`src/rtl/if_id_queue.sv`:
```
// if_id_queue: fetch-to-decode pipeline queue.
//
// DEPTH-entry FIFO of {instruction, PC} pairs between fetch and decode.
// Decode stalls are absorbed without losing fetched words. A taken branch
// (flush) empties the queue in one cycle. When the queue is empty, decode
// sees a NOP bubble.
//
// Optional feature: define IF_ID_QUEUE_PERF_EN to add two saturating
// performance counters, stall_cycles and flush_count. With the macro
// undefined, the counter ports and their logic are absent.
//
// Handshake contract (both sides use strict valid/ready):
//   - A transfer happens at a rising clk edge where valid & ready are both 1.
//   - in_ready is a function of registered occupancy only. There is no
//     combinational path from out_ready to in_ready.
//   - out_valid, ins_out and pc_out are driven from the head entry
//     (first-word fall-through). A push is visible one cycle after its edge.
//   - flush overrides both transfers in the same cycle.
//
// DEPTH must be a power of two and >= 2, so the pointers can wrap naturally.

module if_id_queue #(
    parameter int                 INS_W     = 32,
    parameter int                 PC_W      = 32,
    parameter int                 DEPTH     = 2,
    parameter logic [INS_W-1:0]   NOP_INSTR = '0
) (
    input  logic                     clk,
    input  logic                     rst_n,
    input  logic                     flush,
    input  logic                     in_valid,
    output logic                     in_ready,
    input  logic [INS_W-1:0]         ins,
    input  logic [PC_W-1:0]          pc_in,
    output logic                     out_valid,
    input  logic                     out_ready,
    output logic [INS_W-1:0]         ins_out,
    output logic [PC_W-1:0]          pc_out,
    output logic [$clog2(DEPTH):0]   count
`ifdef IF_ID_QUEUE_PERF_EN
    ,
    output logic [15:0]              stall_cycles,
    output logic [7:0]               flush_count
`endif
);

    localparam int AW = $clog2(DEPTH);
    localparam int CW = AW + 1;

    // Pointer and occupancy state
    logic [AW-1:0]    rd_ptr;
    logic [AW-1:0]    wr_ptr;
    logic [CW-1:0]    count_q;

    // Payload storage. It is not reset: an entry is only ever read while
    // count_q says it holds a pushed word.
    logic [INS_W-1:0] ins_mem [DEPTH];
    logic [PC_W-1:0]  pc_mem  [DEPTH];

    // Handshake decode
    logic             full;
    logic             empty;
    logic             push;
    logic             pop;

    // Derive full/empty and the two transfer strobes from registered state
    always_comb begin
        full  = (count_q == CW'(DEPTH));
        empty = (count_q == '0);
        push  = in_valid & ~full;
        pop   = out_ready & ~empty;
    end

    // Pointer and occupancy update; flush wins over any concurrent push/pop
    always_ff @(posedge clk or negedge rst_n) begin
        if (!rst_n) begin
            rd_ptr  <= '0;
            wr_ptr  <= '0;
            count_q <= '0;
        end else if (flush) begin
            rd_ptr  <= '0;
            wr_ptr  <= '0;
            count_q <= '0;
        end else begin
            if (push) begin
                wr_ptr <= wr_ptr + AW'(1);
            end
            if (pop) begin
                rd_ptr <= rd_ptr + AW'(1);
            end
            case ({push, pop})
                2'b10:   count_q <= count_q + CW'(1);
                2'b01:   count_q <= count_q - CW'(1);
                default: count_q <= count_q;
            endcase
        end
    end

    // Write the fetched word into the tail slot on an accepted push
    always_ff @(posedge clk) begin
        if (push && !flush) begin
            ins_mem[wr_ptr] <= ins;
            pc_mem[wr_ptr]  <= pc_in;
        end
    end

    // Present the head entry, or a NOP bubble with PC 0 when empty
    always_comb begin
        in_ready  = ~full;
        out_valid = ~empty;
        count     = count_q;
        ins_out   = NOP_INSTR;
        pc_out    = '0;
        if (!empty) begin
            ins_out = ins_mem[rd_ptr];
            pc_out  = pc_mem[rd_ptr];
        end
    end

`ifdef IF_ID_QUEUE_PERF_EN
    // Saturating counters; only rst_n clears them, flush leaves them alone
    always_ff @(posedge clk or negedge rst_n) begin
        if (!rst_n) begin
            stall_cycles <= '0;
            flush_count  <= '0;
        end else begin
            if (in_valid && full && (stall_cycles != 16'hFFFF)) begin
                stall_cycles <= stall_cycles + 16'd1;
            end
            if (flush && (flush_count != 8'hFF)) begin
                flush_count <= flush_count + 8'd1;
            end
        end
    end
`endif

endmodule

```
`config.mk`:
```
export PLATFORM = sky130hd
export DESIGN_NAME = if_id_queue
export DESIGN_NICKNAME = d
export VERILOG_FILES = /design/src/rtl/if_id_queue.sv
export SDC_FILE = /design/constraint.sdc
export NUM_CORES = 1
export LEC_CHECK = 0
export CAP_MARGIN = 10
export CELL_PAD_IN_SITES_DETAIL_PLACEMENT = 1
export CELL_PAD_IN_SITES_GLOBAL_PLACEMENT = 2
export CORE_UTILIZATION = 36
export DETAILED_ROUTE_END_ITERATION = 8
export PLACE_DENSITY_LB_ADDON = 0.1
export SYNTH_ARGS = -nofsm -noshare
export SYNTH_HDL_FRONTEND = slang
export SYNTH_SLANG_ARGS = --single-unit
```
`constraint.sdc`:
```
create_clock -name clk -period 8.7 [get_ports clk]
set_input_delay 1.74 -clock clk [delete_from_list [all_inputs] [get_ports clk]]
set_output_delay 1.74 -clock clk [all_outputs]
set_load 0.01 [all_outputs]
```
==> out/qor.txt, run 1 <==
Status = finished clean
Post-synth design cell area = 5040 µm²
Post-synth ARST share = 0.0303
Crit path kind = reg -> out
Critical-path top delay cell = nor2_4
Crit-path max cell delay = 0.59 ns
Worst setup SP type = register
Largest net degree at the start of global routing = 66
Pint = 0.00124 W
CTS Buffer Depth = 2
Min-Delay Path Class = reg -> reg
Sequential area share after synthesis = 0.782
Worst-path maximum fanout = 36
Yosys top cell by area = edfxtp_1
Row count = 42
Dominant cells by area after synthesis = edfxtp_1 (76%), mux2i_1 (13%), nor2_1 (4.9%), dfrtp_1 (2.0%), buf_4 (0.89%)
# placed instances = 600
Antenna-violating nets left = 0
Total of max-cap violations = 0
Seq pwr share = 0.478
Clock Power Share = 0.414
Port Buffer Count = 136
Average cell area after synthesis = 17.0 µm²
Vias in the first global route = 3,194
GR Util All Layers = 0.157
Worst path required time = 6.96 ns
Worst VDD drop = 0.000150 V
Wire per inst = 17.1 µm
Post-synth EDFFs = 128
F_max = 229 MHz
Initial antenna violation count = 0
Crit. End Element = output port
Total CTS buffers = 17
Final period utilization = 0.503
Hpwl dp = 6870 µm
Share of cells above drive strength 1 = 0.0725
Synth warn = 0
Starting Density = 0.375
CTS tree = done
Worst-path clk slew = 0.05 ns
Final hold violation count = 0
Sw Ratio = 0.208
Width of the die = 120 µm
Top_reg_cell synth = edfxtp_1
Die Height = 120 µm
P&R area growth vs syn = 41.4%
Area after DPL = 6600 µm²
Power density cells = 219 nW/µm²
Post-synth top area share = 0.762
Synth cell types = 21
Crit path DAT = 2.63 ns
Fillers = 1,319
Critical path, cell by cell = nor2_4 > buf_4 > nor2_1 > clkdlybuf4s50_1
Io pins = 137
Post-CTS Resized = 0
Residual DRC = 0
DR iter-0 viols = 120
Drt total wl = 10,800 µm
Syn Inst Count = 297
Setup violations, final = 0
Final core occ = 0.530
Clock sinks = 132
Worst-margin pin slew = 1.14 ns
Setup TNS = 0 ns
Leak = 2.36 nW
Cts-stage hold buffer count = 0
Fin Hold WS = 0.606 ns
Final instance area = 7130 µm²
Initial DRT Pass Iterations = 4
Routability Congestion = 0.705
Core area = 13,500 µm²
Final Net Count = 512
Post-synth top cells = edfxtp_1 (128), nor2_1 (66), mux2i_1 (65)
Switching power = 0.000324 W
Setup bufs post-CTS = 0
Unrepaired setup endpoints after global routing = false
H-tree depth = 4
Total gr overflow = 0
Worst Skew = 0.00911 ns
Slew margin rel. = 0.242
Die area = 14,500 µm²
Non-Filler Instances = 631
Root Buffer = clkbuf_16
DR vias = 2,938
Final number of max-transition violations = 0
WP buf/inv = 2
Comb power frac = 0.108
Mapped Nets = 366
First-pass GRT wire length = 16,600 µm
Via/cell ratio = 4.66
Most frequent cell after synthesis = edfxtp_1
Family with the most delay on the worst path = buffers and inverters
Clk Latency, worst-skew pair = 0.40 ns
Fin crit period = 4.37 ns
Inserted Diodes = 0
Yosys reg bits = 132
==> final cells by class <==
class	count	area, µm²	share of cell area
clock buffer	23	448	0.0628
timing repair buffer	141	1400	0.196
clock inverter	8	85.1	0.0119
tap	176	220	0.0309
multi-input combinational	148	1020	0.143
inverter	3	11.3	0.00158
sequential	132	3950	0.553
==> layer usage <==
layer | vias up | wire length (µm) | GRT usage
met5 | - | 0 | 0
met4 | 0 | 126 | 0.0579
met3 | 9 | 642 | 0.0566
met2 | 84 | 5510 | 0.268
met1 | 1451 | 4510 | 0.179
li1 | 1394 | - | -
==> power groups by stage <==
stage               Sequential [W]  Combinational [W]  Clock (W)
floorplan                 0.000746          0.0000825          0
global placement          0.000757           0.000169          0
detailed placement        0.000759           0.000171          0
CTS                       0.000746           0.000173   0.000664
global route              0.000748           0.000182   0.000684
finish                    0.000746           0.000169   0.000646
==> state kept, by name, indices dropped and copies added (netlist names) <==
| register | count |
|---|---|
| ins_mem | 64 |
| pc_mem | 64 |
| count | 2 |
| wr_ptr | 1 |
| rd_ptr | 1 |
==> path summary, 6_finish.rpt <==
kind,start,to,slack [ns],depth (start not counted)
setup / recovery,count[1]$_DFFE_PN0P_,pc_out[20],4.33,4
hold / removal,wr_ptr$_DFFE_PN0P_,wr_ptr$_DFFE_PN0P_,0.61,2
setup reg to reg,count[1]$_DFFE_PN0P_,ins_mem[0][13]$_DFFE_PP_,6.41,5
hold reg to reg,wr_ptr$_DFFE_PN0P_,wr_ptr$_DFFE_PN0P_,0.61,2
max in group asynchronous,rst_n,rd_ptr$_DFFE_PN0P_,6.95,1
min in group asynchronous,rst_n,rd_ptr$_DFFE_PN0P_,1.55,1
==> kinds of logic (layout without fill, tap and decap cells) <==
group,after synthesis,after routing,synth area share
mux,65,65,0.129
simple gates,74,74,0.0595
buf+inv,17,175,0.0189
compound gates,8,8,0.00893
xor+xnor,1,1,0.00174
flops,132,132,0.782
==> worst min-delay path: cells and delay by family, from the launching register on <==
kind,cells,cell delay [ns]
compound gates,2,0.15
flops,1,0.41
==> through the flow <==
stage / worst slack [ns] / total power [W]
after detailed placement: 4.69 / 0.000930
after global placement: 4.73 / 0.000926
after global routing: 4.14 / 0.00161
after CTS: 4.25 / 0.00158
final: 4.33 / 0.00156
after floorplan: 1.65 / 0.000828
==> placed cells by master (no fill, tap or decap), types with 2 or more instances in the layout <==
cell / instances
clkbuf_16: 17
o21ai_0: 2
dfrtp_1: 3
edfxtp_1: 128
clkinv_1: 4
nor2_1: 65
mux2i_1: 65
bufinv_16: 2
clkinv_2: 2
inv_2: 2
a21oi_1: 4
clkdlybuf4s50_1: 136
buf_4: 5
clkbuf_1: 6
(Power assumes the default switching activity.)
==> run 2: changes to the inputs <==
--- a/config.mk
+++ b/config.mk
@@ -8,7 +8,7 @@
 export CAP_MARGIN = 10
 export CELL_PAD_IN_SITES_DETAIL_PLACEMENT = 1
 export CELL_PAD_IN_SITES_GLOBAL_PLACEMENT = 2
-export CORE_UTILIZATION = 36
+export CORE_UTILIZATION = 30
 export DETAILED_ROUTE_END_ITERATION = 8
 export PLACE_DENSITY_LB_ADDON = 0.1
 export SYNTH_ARGS = -nofsm -noshare
==> constraint.sdc (replaced) <==
create_clock -name clk -period 3.95 [get_ports clk]
set_input_delay 0.79 -clock clk [delete_from_list [all_inputs] [get_ports clk]]
set_output_delay 0.79 -clock clk [all_outputs]
set_load 0.01 [all_outputs]
==> run 2 against run 1 <==
Hold slack lost 0.0074 ns. Global-route usage is 2.2 points lower. First-iteration DRC count is 40% lower. Final area up 2.2%. Register-to-register slack lost 4.4 ns. Critical endpoint is now pc_out[22]. Total power rose by 130%. Highest routed layer unchanged. Clock-buffer cell count down 3. Core utilization fell by 8.9 points. Sequential cell count unchanged. Critical path type unchanged. Die area up 20%. Combinational power up 140%.
==> out/qor.txt, run 2 (synthesized netlist as in run 1, its figures left out) <==
Share of cells above drive strength 1 = 0.0875 (+0.0150)
Fin crit period = 3.09 ns
Status = finished clean
Sw Ratio = 0.211 (+0.00318)
Core area = 16,500 µm² (+23%)
Final worst slack = 0.862 ns (-3.46 ns)
Worst-margin pin slew = 0.413 ns (-0.724 ns)
Setup TNS = 0 ns (unchanged)
DR vias = 3,000 (+2.1%)
Min-Delay Path Class = in -> async
Inserted Diodes = 0 (unchanged)
CTS tree = done
Final number of max-transition violations = 0 (unchanged)
Starting Density = 0.305 (-0.0697)
Final Net Count = 514 (+0.39%)
RR Startpoint = count[1]$_DFFE_PN0P_
Antenna-violating nets left = 0 (unchanged)
Seq pwr share = 0.457 (-0.021)
Largest net degree at the start of global routing = 65 (-1.5%)
Via/cell ratio = 4.43 (-4.8%)
F_max = 324 MHz
GR Util All Layers = 0.135 (-0.0216)
First-pass GRT wire length = 17,300 µm (+4.0%)
Clock Power Share = 0.429 (+0.015)
Initial DRT Pass Iterations = 4 (unchanged)
Routability Congestion = 0.668 (-5.3%)
Post-CTS Resized = 0 (unchanged)
Non-Filler Instances = 677 (+7.3%)
Worst-path clk slew = 0.05 ns (about the same)
P&R area growth vs syn = 44.6%
Row count = 47 (+12%)
Hpwl dp = 6910 µm (+0.50%)
Total CTS buffers = 17 (unchanged)
Slew margin rel. = 0.724 (+0.482)
Crit. End Element = output port
# placed instances = 646 (+7.7%)
Width of the die = 132 µm (+9.4%)
Cts-stage hold buffer count = 0 (unchanged)
Worst path required time = 3.16 ns (-3.80 ns)
Io pins = 137 (unchanged)
Vias in the first global route = 3,236 (+1.3%)
Die Height = 132 µm (+9.4%)
Port Buffer Count = 136 (unchanged)
Drt total wl = 11,000 µm (+2.2%)
Initial antenna violation count = 0 (unchanged)
H-tree depth = 4 (unchanged)
Crit path DAT = 2.30 ns (-0.33 ns)
Place WS = 1.24 ns (-3.45 ns)
Wire per inst = 16.3 µm (-4.8%)
Setup violations, final = 0 (unchanged)
Worst Skew = 0.00513 ns (-0.00398 ns)
Worst VDD drop = 0.000262 V (+74%)
DR iter-0 viols = 72 (-40%)
Die area = 17,300 µm² (+20%)
Switching power = 0.000748 W (+130%)
Pint = 0.00280 W (+130%)
Setup bufs post-CTS = 0 (unchanged)
Clock sinks = 132 (unchanged)
Total gr overflow = 0 (unchanged)
Final period utilization = 0.782
Most common cell after layout, fill and taps aside = clkdlybuf4s50_1
Residual DRC = 0 (unchanged)
Total of max-cap violations = 0 (unchanged)
Crit path kind = reg -> out
Unrepaired setup endpoints after global routing = false
Clk Latency, worst-skew pair = 0.41 ns (about the same)
Comb power frac = 0.114 (+0.006)
CTS Buffer Depth = 2 (unchanged)
Most frequent cells in the layout = clkdlybuf4s50_1 (136), edfxtp_1 (128), mux2i_1 (65), nor2_1 (65), clkbuf_16 (17)
Final hold violation count = 0 (unchanged)
Worst-path maximum fanout = 33 (-8.3%)
Power density cells = 486 nW/µm² (+120%)
Leak = 2.40 nW (+1.7%)
Worst setup SP type = register
R2r worst-path depth = 5 (unchanged)
Crit. Startpoint = rd_ptr$_DFFE_PN0P_
Root Buffer = clkbuf_16
## run 2: changes by cell type in the layout (fill, tap and decap cells not counted), sizes merged
cell,change
clkbuf,-3
buf,+2
clkinvlp,+2
bufinv,+1
## run 2: final timing paths
path / end / slack [ns]
max: pc_out[22] / 0.86
min: count[0]$_DFFE_PN0P_ / 0.60
max reg2reg: pc_mem[1][0]$_DFFE_PP_ / 2.05
min reg2reg: wr_ptr$_DFFE_PN0P_ / 0.63
max in group asynchronous: rd_ptr$_DFFE_PN0P_ / 3.14
min in group clk: wr_ptr$_DFFE_PN0P_ / 0.63
## run 2: final cells by class
type                            count  area [µm²]
Clock buffer                       20         437
Clock inverter                     11         136
Fill cell                        1647        9230
Inverter                            3        11.3
Multi-Input combinational cell    148        1030
Sequential cell                   132        3950
Tap cell                          220         275
Timing Repair Buffer              143        1450
## run 2: stage by stage
| step | power (W) | utilization | hold slack, ns | area (µm²) |
|---|---|---|---|---|
| after global routing | 0.00368 | 0.441 | 0.597 | 7290 |
| after floorplan | 0.00182 | - | 0.494 | 5050 |
| final | 0.00354 | 0.441 | 0.599 | 7290 |
| after global placement | 0.00206 | 0.407 | 0.604 | 6720 |
| after detailed placement | 0.00206 | 0.407 | 0.624 | 6720 |
| after CTS | 0.00360 | 0.441 | 0.585 | 7290 |
## run 2: worst max-delay path, cell delays in order (launching register included)
cell and delay, ns:
dfrtp_4 0.68, buf_12 0.31, mux2i_1 0.11, nor2_1 0.19, clkdlybuf4s50_1 0.58
## run 2: power groups by stage
stage | clock (W) | combinational [W] | sequential [W]
final | 0.00152 | 0.000403 | 0.00162
after global routing | 0.00162 | 0.000435 | 0.00163
after CTS | 0.00157 | 0.000415 | 0.00162
after detailed placement | 0 | 0.000412 | 0.00165
after global placement | 0 | 0.000409 | 0.00165
after floorplan | 0 | 0.000182 | 0.00164
## run 2: layer usage
| metal | global-route usage | share of wire | wire length, µm |
|---|---|---|---|
| met1 | 0.154 | 0.42 | 4600 |
| met2 | 0.226 | 0.51 | 5630 |
| met3 | 0.0486 | 0.054 | 600 |
| met4 | 0.0601 | 0.018 | 195 |
| met5 | 0 | 0 | 0 |
